### src/rtl/poly_input_driver.sv
// Keypad front end: synchronises and debounces raw keys, assigns pressed notes to voices,
// and tracks octave and waveform mode from the control keys.
module poly_input_driver #(
    parameter int N_NOTES    = 13,
    parameter int NUM_VOICES = 4,
    parameter int DIV_W      = 20,
    parameter int NUM_MODES  = 4,
    parameter int OCT_MAX    = 7,
    parameter int OCT_RESET  = 4,
    parameter int DEBOUNCE   = 1000
) (
    input  logic                            clk,
    input  logic                            rst,
    input  logic [N_NOTES-1:0]              note_keys,
    input  logic [2:0]                      ctrl_keys,
    output logic [NUM_VOICES*DIV_W-1:0]     divider,
    output logic [NUM_VOICES-1:0]           voice_active,
    output logic [$clog2(NUM_MODES)-1:0]    mode,
    output logic [$clog2(OCT_MAX+1)-1:0]    octave,
    output logic                            busy
);
    localparam int NK     = N_NOTES + 3;
    localparam int CNT_W  = $clog2(DEBOUNCE + 1);
    localparam int NOTE_W = $clog2(N_NOTES);
    localparam int VW     = (NUM_VOICES > 1) ? $clog2(NUM_VOICES) : 1;
    localparam int OCT_W  = $clog2(OCT_MAX + 1);
    localparam int MODE_W = $clog2(NUM_MODES);
    localparam int SH_W   = OCT_W + NOTE_W;

    // C0..B0 dividers for a 10 MHz clock; higher octaves are right shifts of these
    localparam logic [19:0] SEMI_ROM [12] = '{
        20'd611561, 20'd577237, 20'd544839, 20'd514259, 20'd485396, 20'd458153,
        20'd432439, 20'd408168, 20'd385259, 20'd363636, 20'd343227, 20'd323963
    };

    genvar gi;

    logic [NK-1:0]          raw;
    logic [NK-1:0]          deb;
    logic [NK-1:0]          deb_prev_reg;
    logic [NK-1:0]          rise;
    logic [N_NOTES-1:0]     fall;
    logic [2:0]             ctrl_rise;

    logic [N_NOTES-1:0]     pend_press_reg, pend_release_reg;
    logic [N_NOTES-1:0]     clr_press, clr_release;
    logic                   rel_found, press_found, held, free_found;
    logic [NOTE_W-1:0]      rel_idx, press_idx;
    logic [VW-1:0]          free_idx;

    logic [NUM_VOICES-1:0]  active_reg, active_next;
    logic [NOTE_W-1:0]      note_reg [NUM_VOICES];
    logic [NOTE_W-1:0]      note_next [NUM_VOICES];
    logic [VW-1:0]          steal_reg, steal_next;
    logic [DIV_W-1:0]       div_reg [NUM_VOICES];
    logic [DIV_W-1:0]       div_next [NUM_VOICES];
    logic [OCT_W-1:0]       octave_reg;
    logic [MODE_W-1:0]      mode_reg;

    assign raw = {ctrl_keys, note_keys};

    for (gi = 0; gi < NK; gi++) begin : g_key
        logic             sync1_reg, sync2_reg, deb_reg;
        logic [CNT_W-1:0] cnt_reg;

        // Any cycle where the synced value agrees with the accepted state restarts the count
        always_ff @(posedge clk) begin
            if (rst) begin
                sync1_reg <= 1'b0;
                sync2_reg <= 1'b0;
                deb_reg   <= 1'b0;
                cnt_reg   <= '0;
            end else begin
                sync1_reg <= raw[gi];
                sync2_reg <= sync1_reg;
                if (sync2_reg == deb_reg) begin
                    cnt_reg <= '0;
                end else if (cnt_reg == CNT_W'(DEBOUNCE - 1)) begin
                    deb_reg <= sync2_reg;
                    cnt_reg <= '0;
                end else begin
                    cnt_reg <= cnt_reg + CNT_W'(1);
                end
            end
        end

        assign deb[gi] = deb_reg;
    end

    always_ff @(posedge clk) begin
        if (rst) begin
            deb_prev_reg <= '0;
        end else begin
            deb_prev_reg <= deb;
        end
    end

    assign rise      = deb & ~deb_prev_reg;
    assign fall      = ~deb[N_NOTES-1:0] & deb_prev_reg[N_NOTES-1:0];
    assign ctrl_rise = rise[NK-1:N_NOTES];

    // Lowest pending key of each class; descending scan so the lowest index wins
    always_comb begin
        rel_found   = 1'b0;
        rel_idx     = '0;
        press_found = 1'b0;
        press_idx   = '0;
        for (int n = N_NOTES - 1; n >= 0; n--) begin
            if (pend_release_reg[n]) begin
                rel_found = 1'b1;
                rel_idx   = NOTE_W'(n);
            end
            if (pend_press_reg[n]) begin
                press_found = 1'b1;
                press_idx   = NOTE_W'(n);
            end
        end
    end

    always_comb begin
        active_next = active_reg;
        note_next   = note_reg;
        steal_next  = steal_reg;
        clr_release = '0;
        clr_press   = '0;
        held        = 1'b0;
        free_found  = 1'b0;
        free_idx    = '0;
        for (int v = NUM_VOICES - 1; v >= 0; v--) begin
            if (active_reg[v] && note_reg[v] == press_idx) begin
                held = 1'b1;
            end
            if (!active_reg[v]) begin
                free_found = 1'b1;
                free_idx   = VW'(v);
            end
        end
        if (rel_found) begin
            clr_release[rel_idx] = 1'b1;
            for (int v = 0; v < NUM_VOICES; v++) begin
                if (active_reg[v] && note_reg[v] == rel_idx) begin
                    active_next[v] = 1'b0;
                end
            end
        end else if (press_found) begin
            clr_press[press_idx] = 1'b1;
            if (!held) begin
                if (free_found) begin
                    active_next[free_idx] = 1'b1;
                    note_next[free_idx]   = press_idx;
                end else begin
                    note_next[steal_reg] = press_idx;
                    steal_next = (steal_reg == VW'(NUM_VOICES - 1)) ? '0 : steal_reg + VW'(1);
                end
            end
        end
    end

    for (gi = 0; gi < NUM_VOICES; gi++) begin : g_voice
        logic [NOTE_W-1:0] semi, octs;
        logic [SH_W-1:0]   shift;

        assign semi  = note_next[gi] % NOTE_W'(12);
        assign octs  = note_next[gi] / NOTE_W'(12);
        assign shift = SH_W'(octave_reg) + SH_W'(octs);
        assign div_next[gi] = active_next[gi] ? (DIV_W'(SEMI_ROM[semi]) >> shift) : '0;
        assign divider[gi*DIV_W +: DIV_W] = div_reg[gi];
    end

    // Dividers are rebuilt every cycle, so an octave change reaches held notes one cycle later
    always_ff @(posedge clk) begin
        if (rst) begin
            pend_press_reg   <= '0;
            pend_release_reg <= '0;
            active_reg       <= '0;
            steal_reg        <= '0;
            octave_reg       <= OCT_W'(OCT_RESET);
            mode_reg         <= '0;
            for (int v = 0; v < NUM_VOICES; v++) begin
                note_reg[v] <= '0;
                div_reg[v]  <= '0;
            end
        end else begin
            pend_press_reg   <= (pend_press_reg & ~clr_press) | rise[N_NOTES-1:0];
            pend_release_reg <= (pend_release_reg & ~clr_release) | fall;
            active_reg       <= active_next;
            steal_reg        <= steal_next;
            for (int v = 0; v < NUM_VOICES; v++) begin
                note_reg[v] <= note_next[v];
                div_reg[v]  <= div_next[v];
            end
            if (ctrl_rise[0] && !ctrl_rise[1] && octave_reg != OCT_W'(OCT_MAX)) begin
                octave_reg <= octave_reg + OCT_W'(1);
            end else if (ctrl_rise[1] && !ctrl_rise[0] && octave_reg != '0) begin
                octave_reg <= octave_reg - OCT_W'(1);
            end
            if (ctrl_rise[2]) begin
                mode_reg <= (mode_reg == MODE_W'(NUM_MODES - 1)) ? '0 : mode_reg + MODE_W'(1);
            end
        end
    end

    assign voice_active = active_reg;
    assign octave       = octave_reg;
    assign mode         = mode_reg;
    assign busy         = |(pend_press_reg | pend_release_reg);

endmodule
### config.mk
export PLATFORM = sky130hd
export DESIGN_NAME = poly_input_driver
export DESIGN_NICKNAME = d
export VERILOG_FILES = /design/src/rtl/poly_input_driver.sv
export SDC_FILE = /design/constraint.sdc
export NUM_CORES = 1
export LEC_CHECK = 0
export ABC_CLOCK_PERIOD_IN_PS = 14900
export CAP_MARGIN = 20
export CORE_MARGIN = 10
export CORE_UTILIZATION = 41
export DETAILED_ROUTE_END_ITERATION = 10
export MAX_ROUTING_LAYER = met4
export PLACE_DENSITY = 0.61
export SYNTH_ARGS = -nofsm -noshare
export SYNTH_HDL_FRONTEND = slang
export SYNTH_SLANG_ARGS = --single-unit
### constraint.sdc
create_clock -name clk -period 14.9 [get_ports clk]
set_clock_uncertainty 0.15 [all_clocks]
set_input_delay 4.47 -clock clk [delete_from_list [all_inputs] [get_ports clk]]
set_output_delay 4.47 -clock clk [all_outputs]
set_load 0.02 [all_outputs]
Word level (Yosys, flattened, before mapping)
Memory sizes are Yosys's and may differ from the RTL's. Cells that the tools add are included.

$add $sub $neg: 24. Divide/modulo/power cells: 8. Order comparisons: 14. Eq/ne operators: 43. Shifts and indexed selects: 4. Mux-type cells: 114. Bitwise gates (word level): 41. Reduce and logical (&&, ||, !) cells: 55.

Operator list (count): two-way mux 20 bit (16); adder 10 x 1 -> 10 bit, second input constant (16); == test 10 bit, second input constant (16); two-way mux 4 bit (32); >> shifter 20 x 5 -> 20 bit (4); two-way mux 16 bit (4); OR reduction 3 bit (16); two-way mux 1 bit (44); AND 13 bit (3); two-way mux 13 bit (3); NOT 13 bit (3); OR 13 bit (3); bitwise mux 16 bit (2); == test 4 bit (8); AND reduction 2 bit (16); adder 3 x 4 -> 5 bit (4); greater-or-equal comparator 5 bit, second input constant (4); NOT 4 -> 5 bit (4); NOT 1 bit (19); logical AND 1 bit (17); AND 16 bit (1); demux 4 bit (select 2 bit) (2); divider 4 x 4 -> 4 bit, second input constant (4); == test 1 bit (16); 25 further kinds (46).

Register bits after elaboration: 277. RAM bits: 80. Memory bits (read-only): 1280. Bits of input ports: 18. Output and inout bits: 90. Logic and storage cells: 383. Memories kept: 5.

Memory list: (no name shown) (depth 16, width 20, rd ports 1, clocked after Yosys merged registers in 0, write ports 0, line 166) `assign div_next[gi] = active_next[gi] ? (DIV_W'(SEMI_ROM[semi]) >> shift) : '0;`; (no name shown) (depth 16, width 20, rd ports 1, clocked after Yosys merged registers in 0, write ports 0, line 166); (no name shown) (depth 16, width 20, rd ports 1, clocked after Yosys merged registers in 0, write ports 0, line 166); (no name shown) (depth 16, width 20, rd ports 1, clocked after Yosys merged registers in 0, write ports 0, line 166); div_reg (depth 4, width 20, rd ports 4, clocked after Yosys merged registers in 0, write ports 4, line 55) `logic [DIV_W-1:0] div_reg [NUM_VOICES];`.

Longest topological paths before layout
Gate-level depths: netlist of the first run.

Depth in word-level cells: 30. Gate-level depth with buffers: 23. Mapped depth without buffers: 19.

Least setup slack after synthesis of the first run
No wires, ideal clock.

Path kind: register to output. Start: reg pend_press_reg[8]. End: out busy. Data arrival time: 1.450 ns. Required time: 10.280 ns. Slack: 8.830 ns. Cell stages (with the launch flop): 5. Path buffers: 1. Cells stage by stage: dfxtp_1 -> or4_1 -> clkbuf_1 -> nor2_1 -> nand3_1.

Longest elaborated chain between the ends: 2.

RTL lines: from (decl) (line 45) `logic [N_NOTES-1:0] pend_press_reg, pend_release_reg;`; from (signal assigned) (line 184) `pend_press_reg <= (pend_press_reg & ~clr_press) | rise[N_NOTES-1:0];`; OR 13 bit (line 206) `assign busy = |(pend_press_reg | pend_release_reg);`; OR reduction 13 bit (line 206); to (decl) (line 20) `output logic busy`.

No other way between the ends.

Worst setup path in the final report of the first run
Same ends and word-level chain as after synthesis.

==> results of run 1 <==
==> layout by cell type (no fill, tap or decap), types with 51 or more instances in the layout <==
master,synthesis,final
sky130_fd_sc_hd__dfxtp_1,357,357
sky130_fd_sc_hd__inv_1,67,67
sky130_fd_sc_hd__ha_1,58,58
sky130_fd_sc_hd__clkdlybuf4s50_1,0,106
sky130_fd_sc_hd__nor2_1,371,371
sky130_fd_sc_hd__nand3_1,84,84
sky130_fd_sc_hd__mux2i_1,76,76
sky130_fd_sc_hd__xor2_1,69,69
sky130_fd_sc_hd__xnor2_1,86,84
sky130_fd_sc_hd__o21ai_0,99,99
sky130_fd_sc_hd__nand2_1,217,217
sky130_fd_sc_hd__nor3_1,51,51
sky130_fd_sc_hd__nor2b_1,61,61
sky130_fd_sc_hd__a21oi_1,124,124
==> where the power goes <==
part           leakage [nW]  switching (W)  internal [W]
logic                  4.72      0.0000124    0.00000845
registers              2.88     0.00000259      0.000960
clock network         0.688       0.000412      0.000627
total                  8.29       0.000427       0.00160
==> per-layer routing <==
layer,wire length [um],vias up,GRT usage
met5,0,-,-
met2,23100,485,0.283
met1,23500,8285,0.227
met3,2540,108,0.0285
li1,-,8623,-
met4,1500,0,0.0637
==> worst paths after layout <==
path / slack (ns) / start / cells after the start / endpoint
max: 7.56 / pend_press_reg[8] / 4 / busy
min: 0.28 / g_key[15].cnt_reg[0] / 1 / g_key[15].cnt_reg[0]
max reg2reg: 8.71 / pend_press_reg[4] / 18 / div_reg[0][8]
min reg2reg: 0.28 / g_key[15].cnt_reg[0] / 1 / g_key[15].cnt_reg[0]
==> synth_stat cells, types with 10 or more instances <==
master,n
sky130_fd_sc_hd__ha_1,58
sky130_fd_sc_hd__and2_1,25
sky130_fd_sc_hd__mux2i_1,76
sky130_fd_sc_hd__mux2_2,26
sky130_fd_sc_hd__clkbuf_1,91
sky130_fd_sc_hd__o211ai_1,34
sky130_fd_sc_hd__dfxtp_1,357
sky130_fd_sc_hd__nor2b_1,61
sky130_fd_sc_hd__inv_1,67
sky130_fd_sc_hd__nor3_1,51
sky130_fd_sc_hd__nand2_1,217
sky130_fd_sc_hd__nor2_1,371
sky130_fd_sc_hd__or4_1,13
sky130_fd_sc_hd__or3_1,16
sky130_fd_sc_hd__a211oi_1,20
sky130_fd_sc_hd__nand3_1,84
sky130_fd_sc_hd__a21oi_1,124
sky130_fd_sc_hd__or2_2,11
sky130_fd_sc_hd__o21ai_0,99
sky130_fd_sc_hd__o221ai_1,23
sky130_fd_sc_hd__nand4_1,38
sky130_fd_sc_hd__a22oi_1,20
sky130_fd_sc_hd__and3_1,36
sky130_fd_sc_hd__xor2_1,69
sky130_fd_sc_hd__o22ai_1,34
sky130_fd_sc_hd__a21o_1,16
sky130_fd_sc_hd__xnor2_1,86
sky130_fd_sc_hd__a31oi_1,18
sky130_fd_sc_hd__nand2b_1,35
sky130_fd_sc_hd__o2111ai_1,10
sky130_fd_sc_hd__a221oi_1,14
==> critical path, delay by kind of cell (launching register included) <==
| kind | cells | cell delay [ns] |
|---|---|---|
| and+or+nand+nor | 3 | 1.19 |
| DFF | 1 | 0.34 |
| buffers and inverters | 1 | 0.61 |
==> final cells by class <==
cell class	instances	share of cell area
clock inverter	19	0.0116
clock buffer	51	0.0505
sequential	357	0.319
tap	607	0.0339
multi-input combinational	1849	0.520
timing repair buffer	123	0.0533
inverter	73	0.0122
==> cells by family (layout without fill, tap and decap cells) <==
| kind of cell | count (synthesis) | in the layout |
|---|---|---|
| compound gates | 537 | 537 |
| xor+xnor | 155 | 155 |
| fa+ha+maj | 60 | 60 |
| buf+inv | 182 | 266 |
| flops | 357 | 357 |
| mux | 113 | 113 |
| simple gates | 984 | 984 |
==> metrics by stage <==
| step | hold WS [ns] | utilization | setup slack [ns] |
|---|---|---|---|
| after global placement | 0.272 | 0.449 | 8.06 |
| after global routing | 0.307 | 0.480 | 7.34 |
| after detailed placement | 0.276 | 0.449 | 8.11 |
| final | 0.283 | 0.480 | 7.56 |
| after CTS | 0.289 | 0.479 | 7.55 |
| after floorplan | 0.263 | - | 8.83 |
==> run_summary.xml, run 1 <==
<?xml version="1.0" encoding="UTF-8"?>
<metrics>
  <group name="critical_path">
    <metric name="timing.critical_path.slowest_cell_delay" unit="ns">0.66</metric>
    <metric name="worstPathCellList" unit="">or4_1, nor2_1, nand3_1, clkdlybuf4s50_1</metric>
    <metric name="timing.critical_path.required" unit="ns">10.28</metric>
    <metric name="crit_path_top_delay_cell" unit="">sky130_fd_sc_hd__or4_1</metric>
    <metric name="cp-end-kind" unit="">primary output</metric>
    <metric name="timing.critical_path.from_type" unit="">flop</metric>
    <metric name="worst_setup_path_type" unit="">flop to primary output</metric>
    <metric name="worst_ep_arrival_time" unit="ns">2.72</metric>
    <metric name="critical_path.max_fanout" unit="">6</metric>
  </group>
  <group name="placed_design">
    <metric name="port_buffers" unit="">107</metric>
    <metric name="dpl.cell_count" unit="">3006</metric>
    <metric name="finalWeightedCongestion" unit="">0.936</metric>
    <metric name="dpl_wire_length" unit="um">37000</metric>
    <metric name="placedInstanceArea" unit="sq um">21000</metric>
  </group>
  <group name="finish">
    <metric name="finish.net_count" unit="">2521</metric>
    <metric name="fin_cells" unit="">3079</metric>
    <metric name="inserted_diodes" unit="">0</metric>
    <metric name="multiInputGateArea" unit="sq um">11700</metric>
    <metric name="area.growth.synth_to_final" unit="%">14.9</metric>
    <metric name="largest_register_ff_count" unit="">160</metric>
    <metric name="flip_flop_and_latch_area" unit="sq um">7150</metric>
    <metric name="final_cell_area" unit="sq um">22400</metric>
    <metric name="post_route_cells_drive_above_1_share" unit="">0.0615</metric>
    <metric name="total_of_fill_cells_in_the_finished_design" unit="">4523</metric>
  </group>
  <group name="synthesis">
    <metric name="synthXorXnorAreaFrac" unit="">0.0696</metric>
    <metric name="synthesis.area" unit="sq um">19500</metric>
    <metric name="yosys.area.top_type_share" unit="">0.366</metric>
    <metric name="synth.distinct_cells" unit="">86</metric>
    <metric name="synth_ff_type" unit="">sky130_fd_sc_hd__dfxtp_1</metric>
    <metric name="synth-adder-area-share" unit="">0.0387</metric>
    <metric name="yosysWarnings" unit="">0</metric>
    <metric name="synth.largest_area_cell" unit="">sky130_fd_sc_hd__dfxtp_1</metric>
    <metric name="count_of_state_elements_after_synthesis" unit="">357</metric>
    <metric name="fraction_of_the_mapped_netlist_area_in_simple_logic_gates" unit="">0.236</metric>
    <metric name="synthTopCellsByArea" unit="">sky130_fd_sc_hd__dfxtp_1 37%, sky130_fd_sc_hd__nor2_1 7.1%, sky130_fd_sc_hd__nand2_1 4.2%</metric>
    <metric name="synth_top_family_by_area" unit="">simple AND/OR/NAND/NOR gates</metric>
    <metric name="synth_compound_area_frac" unit="">0.187</metric>
    <metric name="syn_area_per_cell" unit="sq um">8.17</metric>
    <metric name="yosysSeqAreaShare" unit="">0.366</metric>
    <metric name="postSynthCellCount" unit="">2388</metric>
    <metric name="synth_async_sr_flop_share" unit="">0</metric>
    <metric name="synth_enable_flop_cells" unit="">0</metric>
    <metric name="synth.mux.area_fraction" unit="">0.0657</metric>
    <metric name="syn_nets" unit="">2465</metric>
  </group>
  <group name="clock_network">
    <metric name="clk_root_buffer_cell" unit="">sky130_fd_sc_hd__clkbuf_16</metric>
    <metric name="post-cts-setup-buffer-count" unit="">0</metric>
    <metric name="path_clk_slew" unit="ns">0.06</metric>
    <metric name="cts-resized-gates" unit="">0</metric>
    <metric name="clkSinkCount" unit="">357</metric>
    <metric name="cts_max_path_buffers" unit="">3</metric>
    <metric name="tritoncts" unit="">done</metric>
    <metric name="cts-buffers-inserted" unit="">40</metric>
    <metric name="clock_tree.htree_level_count" unit="">2</metric>
    <metric name="clock_latency" unit="ns">0.58</metric>
    <metric name="postCtsHoldBufs" unit="">0</metric>
  </group>
  <group name="sta">
    <metric name="clock.fmax" unit="MHz">136</metric>
    <metric name="rsz_0062_raised_after_global_routing" unit="">no</metric>
    <metric name="drv_slew" unit="">0</metric>
    <metric name="finalCritPeriodShare" unit="">0.493</metric>
    <metric name="final-setup-viol-count" unit="">0</metric>
    <metric name="final_hold_viol_count" unit="">0</metric>
    <metric name="max_transition_margin" unit="">0.327</metric>
    <metric name="tightestPinTransition" unit="ns">0.981</metric>
    <metric name="setup_total_negative_slack" unit="ns">0</metric>
    <metric name="final_period_minus_worst_setup_slack" unit="ns">7.34</metric>
  </group>
  <group name="drt">
    <metric name="routed_via_density" unit="">5.68</metric>
    <metric name="sum_of_routed_wire_length_over_all_layers" unit="um">50600</metric>
    <metric name="drcViolationCount" unit="">0</metric>
    <metric name="first_iter_violations" unit="">1451</metric>
    <metric name="antenna_violation_net_count_after_detailed_routing" unit="">0</metric>
    <metric name="route.detailed.wl_per_inst" unit="um">16.4</metric>
    <metric name="routed-via-count" unit="">17500</metric>
    <metric name="drt_first_pass_iters" unit="">6</metric>
  </group>
  <group name="floorplan">
    <metric name="die_h" unit="um">238</metric>
    <metric name="dieWidth" unit="um">238</metric>
    <metric name="num_rows" unit="">79</metric>
    <metric name="num_io_pins" unit="">108</metric>
    <metric name="placeable_area" unit="sq um">46800</metric>
    <metric name="initial_utilization" unit="">0.417</metric>
    <metric name="dieArea" unit="sq um">56700</metric>
  </group>
  <group name="power">
    <metric name="vdd.ir_drop.worst" unit="uV">81.3</metric>
    <metric name="powerDensity" unit="nW/um^2">90.2</metric>
    <metric name="finalPower" unit="W">0.00202</metric>
    <metric name="p_leak" unit="nW">8.29</metric>
  </group>
  <group name="run">
    <metric name="timing.max_cap.violations" unit="">0</metric>
  </group>
  <group name="status">
    <metric name="status" unit="">finished clean</metric>
  </group>
  <group name="global_route">
    <metric name="grt_use_total" unit="">0.178</metric>
    <metric name="grt_start_max_net_pins" unit="">66</metric>
    <metric name="grt_first_pass_wirelength" unit="um">83800</metric>
    <metric name="overflow" unit="">0</metric>
    <metric name="antenna_found_initial" unit="">0</metric>
    <metric name="grt_pass1_vias" unit="">16500</metric>
  </group>
  <group name="hold_path">
    <metric name="hold_class" unit="">flop to flop</metric>
  </group>
</metrics>
Power figures use the tool's default switching activity.
==> run 2, diff against run 1 <==
- ABC_CLOCK_PERIOD_IN_PS: 14900 -> 7700
- clock period: 14.9 -> 7.7 ns (I/O delays scaled with it)
==> run 2 against run 1 <==
Effect of this change: flip-flop and latch count did not move; clock power rose by 83%; core utilization fell by 0.18 points; setup slack got worse by 6.0 ns; worst hold slack got worse by 0.0028 ns; cell count barely moved; total power rose by 88%; sequential power rose by 93%; global-route usage rose by 0.34 points; die area did not move; sequential share of layout area rose by 0.12 points; count of clock-buffer cells in the layout rose by 6; highest routed layer unchanged.
==> run_summary.xml, run 2 (synthesized netlist as in run 1, its figures left out) <==
<?xml version="1.0" encoding="UTF-8"?>
<metrics>
  <group name="hold_path">
    <metric name="hold_depth" unit="">1</metric>
    <metric name="hold_class" unit="">flop to flop</metric>
    <metric name="hold_start" unit="">g_key[5].sync1_reg</metric>
  </group>
  <group name="clock_network">
    <metric name="clk_root_buffer_cell" unit="">sky130_fd_sc_hd__clkbuf_16</metric>
    <metric name="clkSinkCount" unit="">357</metric>
    <metric name="postCtsHoldBufs" unit="">0</metric>
    <metric name="path_clk_slew" unit="ns">0.06</metric>
    <metric name="cts-resized-gates" unit="">0</metric>
    <metric name="cts-buffers-inserted" unit="">41</metric>
    <metric name="tritoncts" unit="">done</metric>
    <metric name="clock_tree.htree_level_count" unit="">2</metric>
    <metric name="cts_max_path_buffers" unit="">3</metric>
    <metric name="clock_latency" unit="ns">0.58</metric>
    <metric name="post-cts-setup-buffer-count" unit="">0</metric>
  </group>
  <group name="critical_path">
    <metric name="crit-reg2reg-launch" unit="">pend_press_reg[4]</metric>
    <metric name="critical_path.max_fanout" unit="">24</metric>
    <metric name="timing.critical_path.to" unit="">div_reg[2][1]</metric>
    <metric name="reg2reg_setup_slack" unit="ns">1.54</metric>
    <metric name="timing.critical_path.from" unit="">pend_press_reg[4]</metric>
    <metric name="critical_path.reg2reg.endpoint" unit="">div_reg[2][1]</metric>
    <metric name="timing.critical_path.required" unit="ns">8.02</metric>
    <metric name="worst_ep_arrival_time" unit="ns">6.48</metric>
    <metric name="rr_worst_depth" unit="">15</metric>
    <metric name="timing.critical_path.from_type" unit="">flop</metric>
    <metric name="cp-end-kind" unit="">flop</metric>
    <metric name="worst_setup_path_type" unit="">flop to flop</metric>
  </group>
  <group name="floorplan">
    <metric name="num_rows" unit="">79</metric>
    <metric name="dieWidth" unit="um">238</metric>
    <metric name="die_h" unit="um">238</metric>
    <metric name="dieArea" unit="sq um">56700</metric>
    <metric name="placeable_area" unit="sq um">46800</metric>
    <metric name="initial_utilization" unit="">0.417</metric>
    <metric name="num_io_pins" unit="">108</metric>
  </group>
  <group name="placed_design">
    <metric name="dpl_wire_length" unit="um">37700</metric>
    <metric name="dp_slack" unit="ns">1.72</metric>
    <metric name="port_buffers" unit="">107</metric>
    <metric name="finalWeightedCongestion" unit="">0.935</metric>
  </group>
  <group name="sta">
    <metric name="final-setup-viol-count" unit="">0</metric>
    <metric name="rsz_0062_raised_after_global_routing" unit="">no</metric>
    <metric name="drv_slew" unit="">0</metric>
    <metric name="finalCritPeriodShare" unit="">0.800</metric>
    <metric name="tightestPinTransition" unit="ns">1.18</metric>
    <metric name="setup_total_negative_slack" unit="ns">0</metric>
    <metric name="final_period_minus_worst_setup_slack" unit="ns">6.16</metric>
    <metric name="post-route-worst-setup-slack" unit="ns">1.54</metric>
    <metric name="final_hold_viol_count" unit="">0</metric>
    <metric name="clock.fmax" unit="MHz">162</metric>
    <metric name="max_transition_margin" unit="">0.205</metric>
  </group>
  <group name="finish">
    <metric name="largest_register_ff_count" unit="">160</metric>
    <metric name="mostFrequentLayoutCells" unit="">371 x sky130_fd_sc_hd__nor2_1, 357 x sky130_fd_sc_hd__dfxtp_1, 217 x sky130_fd_sc_hd__nand2_1, 124 x sky130_fd_sc_hd__a21oi_1, 106 x sky130_fd_sc_hd__clkdlybuf4s50_1</metric>
    <metric name="inserted_diodes" unit="">0</metric>
    <metric name="area.growth.synth_to_final" unit="%">14.5</metric>
    <metric name="flip_flop_and_latch_area" unit="sq um">7150</metric>
    <metric name="post_route_cells_drive_above_1_share" unit="">0.0579</metric>
    <metric name="total_of_fill_cells_in_the_finished_design" unit="">4539</metric>
    <metric name="finish.net_count" unit="">2522</metric>
    <metric name="multiInputGateArea" unit="sq um">11700</metric>
    <metric name="layout.cells.most_common" unit="">sky130_fd_sc_hd__nor2_1</metric>
  </group>
  <group name="global_route">
    <metric name="grt_pass1_vias" unit="">16400</metric>
    <metric name="grt_use_total" unit="">0.182</metric>
    <metric name="antenna_found_initial" unit="">0</metric>
    <metric name="grt_start_max_net_pins" unit="">71</metric>
    <metric name="overflow" unit="">0</metric>
    <metric name="grt_first_pass_wirelength" unit="um">84600</metric>
  </group>
  <group name="drt">
    <metric name="first_iter_violations" unit="">1584</metric>
    <metric name="routed_via_density" unit="">5.70</metric>
    <metric name="sum_of_routed_wire_length_over_all_layers" unit="um">51600</metric>
    <metric name="routed-via-count" unit="">17500</metric>
    <metric name="drt_first_pass_iters" unit="">6</metric>
    <metric name="antenna_violation_net_count_after_detailed_routing" unit="">0</metric>
    <metric name="drcViolationCount" unit="">0</metric>
    <metric name="route.detailed.wl_per_inst" unit="um">16.8</metric>
  </group>
  <group name="power">
    <metric name="p_leak" unit="nW">8.25</metric>
    <metric name="vdd.ir_drop.worst" unit="uV">131</metric>
    <metric name="powerDensity" unit="nW/um^2">170</metric>
  </group>
  <group name="run">
    <metric name="timing.max_cap.violations" unit="">0</metric>
  </group>
  <group name="status">
    <metric name="status" unit="">finished clean</metric>
  </group>
</metrics>
-- run 2: changes by cell type in the layout (fill, tap and decap cells not counted), sizes merged --
cell | before | now
clkinv | 12 | 9
inv | 73 | 71
clkbuf | 51 | 57
clkinvlp | 2 | 1
bufinv | 5 | 2
-- run 2: worst min-delay path by stage --
| stage | endpoint |
|---|---|
| 6_report | g_key[5].sync2_reg |
| 5_1_grt | g_key[15].sync2_reg |
| 4_1_cts | g_key[9].sync2_reg |
| 3_5_place_dp | g_key[0].sync2_reg |
| 3_3_place_gp | g_key[11].sync2_reg |
| 2_1_floorplan | g_key[12].cnt_reg[0] |
-- run 2: final cells by class --
type                    instances  area share
flip-flops and latches        357       0.320
multi-input cells            1849       0.522
well taps                     607      0.0340
inverters                      73      0.0123
clock buffers                  57      0.0527
clock inverters                10     0.00577
repair buffers                123      0.0536
-- run 2: per-stage QoR --
step	power (W)	cells	util	area [sq um]	hold slack [ns]
2_1_floorplan	0.00193	2388	-	19500	0.263
3_3_place_gp	0.00194	3006	0.449	21000	0.269
3_5_place_dp	0.00195	3006	0.449	21000	0.270
4_1_cts	0.00386	3073	0.477	22300	0.284
5_1_grt	0.00394	3076	0.478	22300	0.305
6_report	0.00380	3076	0.478	22300	0.280
-- run 2: critical path, stage by stage, from the launching register on --
cell                        delay (ns)
sky130_fd_sc_hd__dfxtp_1          0.34
sky130_fd_sc_hd__or4_1            0.74
sky130_fd_sc_hd__a21oi_1          0.32
sky130_fd_sc_hd__nor2_1           0.15
sky130_fd_sc_hd__xnor2_1          0.18
sky130_fd_sc_hd__nand4_1          0.14
sky130_fd_sc_hd__nand4_1          0.72
sky130_fd_sc_hd__a31o_2           0.55
sky130_fd_sc_hd__ha_1             0.82
sky130_fd_sc_hd__clkinv_1         0.45
sky130_fd_sc_hd__buf_4            0.33
sky130_fd_sc_hd__o21ai_0          0.10
sky130_fd_sc_hd__a221oi_1         0.08
sky130_fd_sc_hd__a2111oi_0        0.70
sky130_fd_sc_hd__a221oi_1         0.12
sky130_fd_sc_hd__o311ai_1         0.14
-- run 2: metal layers --
layer / part of all wire / track usage / wire [um] / vias up
li1: - / - / - / 8623
met1: 0.45 / 0.229 / 23300 / 8213
met2: 0.46 / 0.290 / 23900 / 576
met3: 0.057 / 0.0290 / 2930 / 110
met4: 0.028 / 0.0645 / 1440 / 0
met5: 0 / - / 0 / -
-- run 2: where the power goes --
group	switching (W)	internal [W]
Clock	0.000765	0.00113
Sequential	0.00000493	0.00186
Combinational	0.0000248	0.0000163
Total	0.000795	0.00301
